==> src/rtl/round_robin_arbiter_pkg.sv <==
// Shared definitions for the round-robin arbiter: FSM encoding, queue count and
// the position of the destination field inside each word.
package round_robin_arbiter_pkg;

  localparam int unsigned NumQueues = 4;

  // The destination field sits at the top of the word: data[MSB-offset -: width]
  localparam int unsigned DestWidth     = 2;
  localparam int unsigned DestMsbOffset = 0;

  typedef enum logic [1:0] {
    StIdle   = 2'd0,
    StActive = 2'd1,
    StPause  = 2'd2
  } state_e;

endpackage

==> src/rtl/rr_grant.sv <==
// Combinational round-robin grant search: first asserted request at or above the
// pointer, wrapping modulo the request count.
module rr_grant #(
  parameter int unsigned NumReq = 4,
  parameter int unsigned IdxW   = $clog2(NumReq)
) (
  input  logic [NumReq-1:0] i_req,
  input  logic [IdxW-1:0]   i_ptr,
  output logic [NumReq-1:0] o_grant,
  output logic [IdxW-1:0]   o_idx,
  output logic              o_valid
);

  int unsigned     w_cand;
  logic [IdxW-1:0] w_idx;

  // Scan candidates in priority order starting at the pointer; first hit wins
  always_comb begin
    o_grant = '0;
    o_idx   = '0;
    o_valid = 1'b0;
    w_cand  = 0;
    w_idx   = '0;
    for (int unsigned off = 0; off < NumReq; off++) begin
      w_cand = (32'(i_ptr) + off) % NumReq;
      w_idx  = IdxW'(w_cand);
      if (!o_valid && i_req[w_idx]) begin
        o_valid        = 1'b1;
        o_grant[w_idx] = 1'b1;
        o_idx          = w_idx;
      end
    end
  end

endmodule

==> src/rtl/round_robin_arbiter.sv <==
// Round-robin arbiter: pops one upstream queue per cycle, and two cycles later
// pushes the returned word to the downstream queue named by its destination field.
module round_robin_arbiter
  import round_robin_arbiter_pkg::*;
#(
  parameter int unsigned DATA_SIZE  = 12,
  parameter int unsigned NUM_QUEUES = NumQueues
) (
  input  logic                            clk,
  input  logic                            reset_L,
  input  logic [NUM_QUEUES-1:0]           fifo_empty,
  input  logic [NUM_QUEUES-1:0]           fifo_valid,
  input  logic [NUM_QUEUES*DATA_SIZE-1:0] fifo_data,
  input  logic [NUM_QUEUES-1:0]           down_almost_full,
  output logic [NUM_QUEUES-1:0]           pop,
  output logic [NUM_QUEUES-1:0]           push,
  output logic [DATA_SIZE-1:0]            data_out,
  output logic                            idle,
  output logic                            paused,
  output logic                            arb_error
);

  localparam int unsigned PtrW = $clog2(NUM_QUEUES);

  state_e                  r_state;
  state_e                  w_state_next;
  logic [PtrW-1:0]         r_ptr;
  logic [NUM_QUEUES-1:0]   r_pop_prev;
  logic [NUM_QUEUES-1:0]   r_push;
  logic [DATA_SIZE-1:0]    r_data;
  logic                    r_err;

  logic [NUM_QUEUES-1:0]   w_req;
  logic [NUM_QUEUES-1:0]   w_grant;
  logic [NUM_QUEUES-1:0]   w_pop;
  logic [PtrW-1:0]         w_grant_idx;
  logic                    w_grant_valid;
  logic                    w_any_full;
  logic                    w_any_req;
  logic                    w_vld_err;
  logic [DATA_SIZE-1:0]    w_word;
  logic [DestWidth-1:0]    w_dest;

  assign w_req      = ~fifo_empty;
  assign w_any_full = |down_almost_full;
  assign w_any_req  = |w_req;

  rr_grant #(
    .NumReq (NUM_QUEUES),
    .IdxW   (PtrW)
  ) u_rr_grant (
    .i_req   (w_req),
    .i_ptr   (r_ptr),
    .o_grant (w_grant),
    .o_idx   (w_grant_idx),
    .o_valid (w_grant_valid)
  );

  // Mealy pop: only in ACTIVE with no back-pressure, and never while in reset
  always_comb begin
    w_pop = '0;
    if (reset_L && (r_state == StActive) && !w_any_full && w_grant_valid) begin
      w_pop = w_grant;
    end
  end

  // Next state: back-pressure dominates, otherwise follow queue occupancy
  always_comb begin
    w_state_next = r_state;
    if (w_any_full) begin
      w_state_next = StPause;
    end else begin
      case (r_state)
        StIdle:   if (w_any_req) w_state_next = StActive;
        StActive: if (!w_any_req) w_state_next = StIdle;
        StPause:  w_state_next = w_any_req ? StActive : StIdle;
        default:  w_state_next = StIdle;
      endcase
    end
  end

  // Merge the returning word; valid is expected one-hot so OR-merge is a mux
  always_comb begin
    w_word = '0;
    for (int unsigned i = 0; i < NUM_QUEUES; i++) begin
      if (fifo_valid[i]) w_word = w_word | fifo_data[i*DATA_SIZE +: DATA_SIZE];
    end
  end

  // Valid without a matching pop last cycle, or multi-hot valid, is a protocol error
  assign w_vld_err = (|(fifo_valid & ~r_pop_prev)) || ($countones(fifo_valid) > 1);
  assign w_dest    = w_word[DATA_SIZE-1-DestMsbOffset -: DestWidth];

  // FSM state, round-robin pointer and pop history
  always_ff @(posedge clk or negedge reset_L) begin
    if (!reset_L) begin
      r_state    <= StIdle;
      r_ptr      <= '0;
      r_pop_prev <= '0;
    end else begin
      r_state    <= w_state_next;
      r_pop_prev <= w_pop;
      if (|w_pop) begin
        r_ptr <= (w_grant_idx == PtrW'(NUM_QUEUES - 1)) ? '0 : w_grant_idx + PtrW'(1);
      end
    end
  end

  // Output stage: register the push strobe and word; data holds between pushes
  always_ff @(posedge clk or negedge reset_L) begin
    if (!reset_L) begin
      r_push <= '0;
      r_data <= '0;
      r_err  <= 1'b0;
    end else if (w_vld_err) begin
      r_push <= '0;
      r_err  <= 1'b1;
    end else if (|fifo_valid) begin
      r_push <= NUM_QUEUES'(1) << w_dest;
      r_data <= w_word;
    end else begin
      r_push <= '0;
    end
  end

  assign pop       = w_pop;
  assign push      = r_push;
  assign data_out  = r_data;
  assign arb_error = r_err;
  assign idle      = (r_state == StIdle);
  assign paused    = (r_state == StPause);

endmodule

==> config.mk <==
export PLATFORM = sky130hd
export DESIGN_NAME = round_robin_arbiter
export DESIGN_NICKNAME = d
export VERILOG_FILES = /design/src/rtl/round_robin_arbiter_pkg.sv /design/src/rtl/rr_grant.sv /design/src/rtl/round_robin_arbiter.sv
export SDC_FILE = /design/constraint.sdc
export NUM_CORES = 1
export LEC_CHECK = 0
export BUFFER_PORTS_ARGS = -buffer_cell sky130_fd_sc_hd__buf_2
export CORE_UTILIZATION = 46
export CTS_CLUSTER_DIAMETER = 30
export DETAILED_ROUTE_END_ITERATION = 16
export GPL_TIMING_DRIVEN = 0
export PLACE_DENSITY = 0.89
export SYNTH_ARGS = -nofsm -noshare
export SYNTH_HDL_FRONTEND = slang
export SYNTH_SLANG_ARGS = --single-unit
==> constraint.sdc <==
create_clock -name clk -period 3.45 [get_ports clk]
set_clock_uncertainty 0.05 [all_clocks]
set_input_delay 0.345 -clock clk [delete_from_list [all_inputs] [get_ports clk]]
set_output_delay 0.345 -clock clk [all_outputs]
set_load 0.005 [all_outputs]
# After elaboration in Yosys (flattened, before gate mapping)
# Cells that the tools add are included.
op_classes:
  bitwise_logic: 10
  reduce_logical: 23
  n_shift: 1
  mux: 41
  n_addsub: 7
  n_eq_ne: 5
  n_lt_le_gt_ge: 9
ops:
  columns: ["operator", "count"]
  rows:
  - ["$mux 12", 4]
  - ["$or 12x12->12", 3]
  - ["$mux 4", 7]
  - ["$reduce_or 4->1", 5]
  - ["$mux 2", 8]
  - ["$mux 1", 13]
  - ["$lt 2x3->1 const B", 4]
  - ["$or 4x4->4", 3]
  - ["$logic_and 1x1->1", 10]
  - ["$bmux 1 s2", 4]
  - ["$demux 1 s2", 4]
  - ["$ge 2x1->1 const B", 4]
  - ["$not 4->4", 2]
  - ["$pmux 2 s3", 1]
  - ["$add 1x1->2", 2]
  - ["$add 2x1->2 const B", 2]
  - ["$add 2x2->2 const B", 2]
  - ["$and 4x4->4", 1]
  - ["$eq 2x2->1 const B", 2]
  - ["$logic_not 1->1", 4]
  - ["$reduce_and 2->1", 2]
  - ["$shl 1x2->4 const A", 1]
  - ["$add 2x2->3", 1]
  - ["$gt 3x1->1 const B", 1]
  - ["6 further kinds", 6]
totals:
  word_cells: 102
  inputBits: 62
  out_inout_bits: 23
  reg_bits: 25

# Longest topological paths before layout
depth:
  ltp_word: 16
  ltp_mapped: 11
  depth_no_buf: 9

# Hierarchy
# From an unflattened synthesis, not the netlist that was laid out.
hier_totals:
  cells_unflattened: 159
  area_unflattened_um2: 1714.1
by_module_without_submodules:
  columns: ["module", "seq_area_each_um2", "instances", "cells_per_inst", "area_per_inst_um2"]
  rows:
  - ["round_robin_arbiter", 625.6, 1, 114, 1295.0]
  - ["rr_grant", 0.0, 1, 45, 419.2]

# Least setup slack after synthesis
# OpenSTA, ideal clock, no wires.
synth_timing:
  path_type: "reg-to-reg"
  from: "register with a tool-made name"
  to: "register with a tool-made name"
  setup_time_ns: 0.131
  slack_ns: 0.520
  t_arrival_ns: 2.748
  period_less_slack_ns: 2.930
  required_time_ns: 3.269
  path_buffers: 2
  stages_incl_launch_ff: 12
  path_cell_list: "dfrtp_1 -> buf_2 -> inv_1 -> ha_1 -> mux4_2 -> buf_6 -> nand2b_4 -> or3_1 -> o2111ai_2 -> a41oi_2 -> a21oi_1 -> a21oi_1"

==> flow_summary_export.csv <==
group,metric,value,unit
sta,layout_setup_ws,27.6,ps
synth,syn_inst,193,
hold_path,hold_path.class,"in2async",
synth,ys_ff_latch,25,
placement,place_area,2230,µm²
floorplan,die_w,63.7,µm
synth,synthDistinctLibCells,45,
synth,synth_common_cells,"a22oi_1 (27), dfrtp_1 (25), nor2_1 (20), a31oi_1 (13), nand2_1 (13)",
placement,io_buffers,83,
floorplan,die_y,63.7,µm
synth,synth_edf_count,0,
floorplan,dieArea,4060,µm²
routing,firstDrtPassIters,4,
pwr,power.density,311,nW/µm²
routing,wl,4580,µm
worst_setup_path,cp_max_fo,10,
synth,synth_area_leaders,"dfrtp_1 (36%), a22oi_1 (12%), ha_1 (5.7%)",
worst_setup_path,path_cells,"clkbuf_4, inv_1, ha_2, mux4_2, buf_6, o21ai_0, a31o_1, o21ai_0, a21oi_2, buf_2",
sta,max_freq,292,MHz
synth,async_flop_share,100,%
global_route,globalRouteOverflowTotal,0,
global_route,grt_pass1_wl,7100,µm
layout,fin_nets,357,
synth,yosysSeqAreaShare,35.7,%
sta,slew_viol_final,0,
sta,finalCritPeriodShare,99.2,%
routing,wl_per_cell,13.8,µm
global_route,track_usage,21.8,%
worst_setup_path,cp_data_required_time,3050,ps
pwr,p_leak,1.11,nW
layout,final_util,63.5,%
worst_setup_path,path_class,"reg2out",
synth,yosys.area.top_type,"dfrtp_1",
layout,num_antenna_cells,0,
pwr,p_total,724,µW
routing,post-route-drc-count,0,
worst_setup_path,cp_num_buf_inv,4,
worst_setup_path,critPathTopFamily,"compound AO/OA/AOI/OAI gates",
placement,dpl.hpwl,3490,µm
sta,hold_viol,0,
cts,worstSkewPairLatency,260,ps
synth,netlist_area,1750,µm²
synth,synth_most_common_cell,"a22oi_1",
cts,cts_sinks,25,
routing,first_iter_violations,154,
floorplan,ioPinCount,85,
cts,cts_tree,"yes",
routing,ant_nets,0,
floorplan,initial_core_util,47.8,%
layout,finalInstanceArea,2330,µm²
sta,max_slew_margin,63.1,%
floorplan,rows,22,
synth,synth_top_area_share,35.7,%
placement,finalWeightedCongestion,0.962,
layout,drive_gt1_share,38.2,%
synth,ys_warn_count,0,
worst_setup_path,crit_slowest_cell,"mux4_2",
placement,pre_cts_ws,177,ps
global_route,grt_max_degree,27,
cts,cts_root_buf,"clkbuf_8",
routing,vias,1883,
cts,clock_path_buffers,2,
sta,worstMarginPinSlew,553,ps
worst_setup_path,worstSetupEndpointType,"output port",
worst_setup_path,crit_path_start_kind,"register",
synth,synth_nets,264,
synth,ys.flop_type,"dfrtp_1",
worst_setup_path,cp_common_cell,"o21ai_0",
cts,numCtsBuffers,3,
worst_setup_path,crit_arrival,3030,ps
floorplan,core_area,3660,µm²
synth,avgSynthCellArea,9.08,µm²
global_route,grt_pass1_vias,1565,
worst_setup_path,max_stage_delay,520,ps
pwr,max-vdd-ir-drop,0.345,mV
cts,cts_htree_levels,1,
global_route,antenna_found_initial,0,
sta,setup_viol,0,
layout,area_growth,32.8,%
run,max_cap_viol_count,0,
outcome,status,"complete, no violations",
routing,vias_per_cell,5.65,
sta,min_period,3420,ps
cts,clkTransAtPathRegs,90,ps
-- cells by family (layout without fill, tap and decap cells) --
kind of cell / after synthesis / in the layout / synth area share (%)
AND/OR/NAND/NOR: 58 / 58 / 16.9
flip-flops: 25 / 25 / 35.7
buffers and inverters: 20 / 112 / 5.21
adder cells (fa/ha/maj): 9 / 9 / 6.86
XOR/XNOR: 1 / 1 / 0.500
multiplexers: 7 / 7 / 5.57
AO/OA/AOI/OAI: 73 / 73 / 29.2
-- metrics by stage --
stage / TNS [ps] / std cells / hold slack [ps]
3_5_place_dp: 0 / 324 / 312
5_1_grt: -49.4 / 333 / 43.9
3_3_place_gp: 0 / 324 / 308
4_1_cts: 0 / 327 / 18.8
6_report: 0 / 333 / 7.93
2_1_floorplan: 0 / 193 / -0.591
-- flip-flops by register name (all words and copies together), names as in the netlist, named ones only --
register    flops
arb_error       1
r_pop_prev      4
data_out       12
r_state         2
push            4
r_ptr           1
-- metal layers --
metal	up-vias	GRT usage [%]	share of wire [%]	routed length, µm
met4	0	4.55	0.96	44
li1	915	-	-	-
met5	-	0	0	0
met1	890	30.7	44	2000
met2	74	35.2	50	2270
met3	4	3.26	5.8	264
-- final timing paths --
check                                           end  slack [ps]  depth (start not counted)
setup / recovery                             pop[0]          30                         10
hold / removal             data_out[11]$_DFFE_PN0P_           8                          1
setup reg to reg                           register         350                         11
hold reg to reg               arb_error$_DFFE_PN0N_         410                          1
max in group asynchronous      r_ptr[1]$_DFFE_PN0P_        2940                          1
min in group clk             r_state[1]$_DFFE_PN0P_         240                          2
-- area by class of cell --
class                           count  area, µm²
Buffer                              9       52.6
Clock buffer                        3       41.3
Clock inverter                      1       5.00
Fill cell                         292       1340
Inverter                           10       37.5
Multi-Input combinational cell    148       1040
Sequential cell                    25        628
Tap cell                           48       60.1
Timing Repair Buffer               89        460
-- placed cells by master (no fill, tap or decap), drive strengths merged, types with 3 or more instances in the layout --
cell,instances
o22ai,4
a22oi,27
nand2b,4
ha,8
nand3,5
o21ai,7
a21oi,9
clkbuf,10
a31oi,13
dfrtp,25
mux2i,3
inv,10
nand2,13
buf,91
nor2,21
-- power breakdown --
group / internal [mW] / total, mW / leakage, nW / switching [mW]
combinational: 0.102 / 0.206 / 0.786 / 0.104
clock: 0.0805 / 0.166 / 0.0255 / 0.0859
sequential: 0.332 / 0.352 / 0.301 / 0.0197
-- what timing repair did --
item,CTS,global route
gates resized for setup,2,3
setup buffers,0,6
pin swaps,0,1
gates cloned,0,0
hold buffers,0,0
setup endpoints to repair,3,3
(Power assumes the default switching activity.)
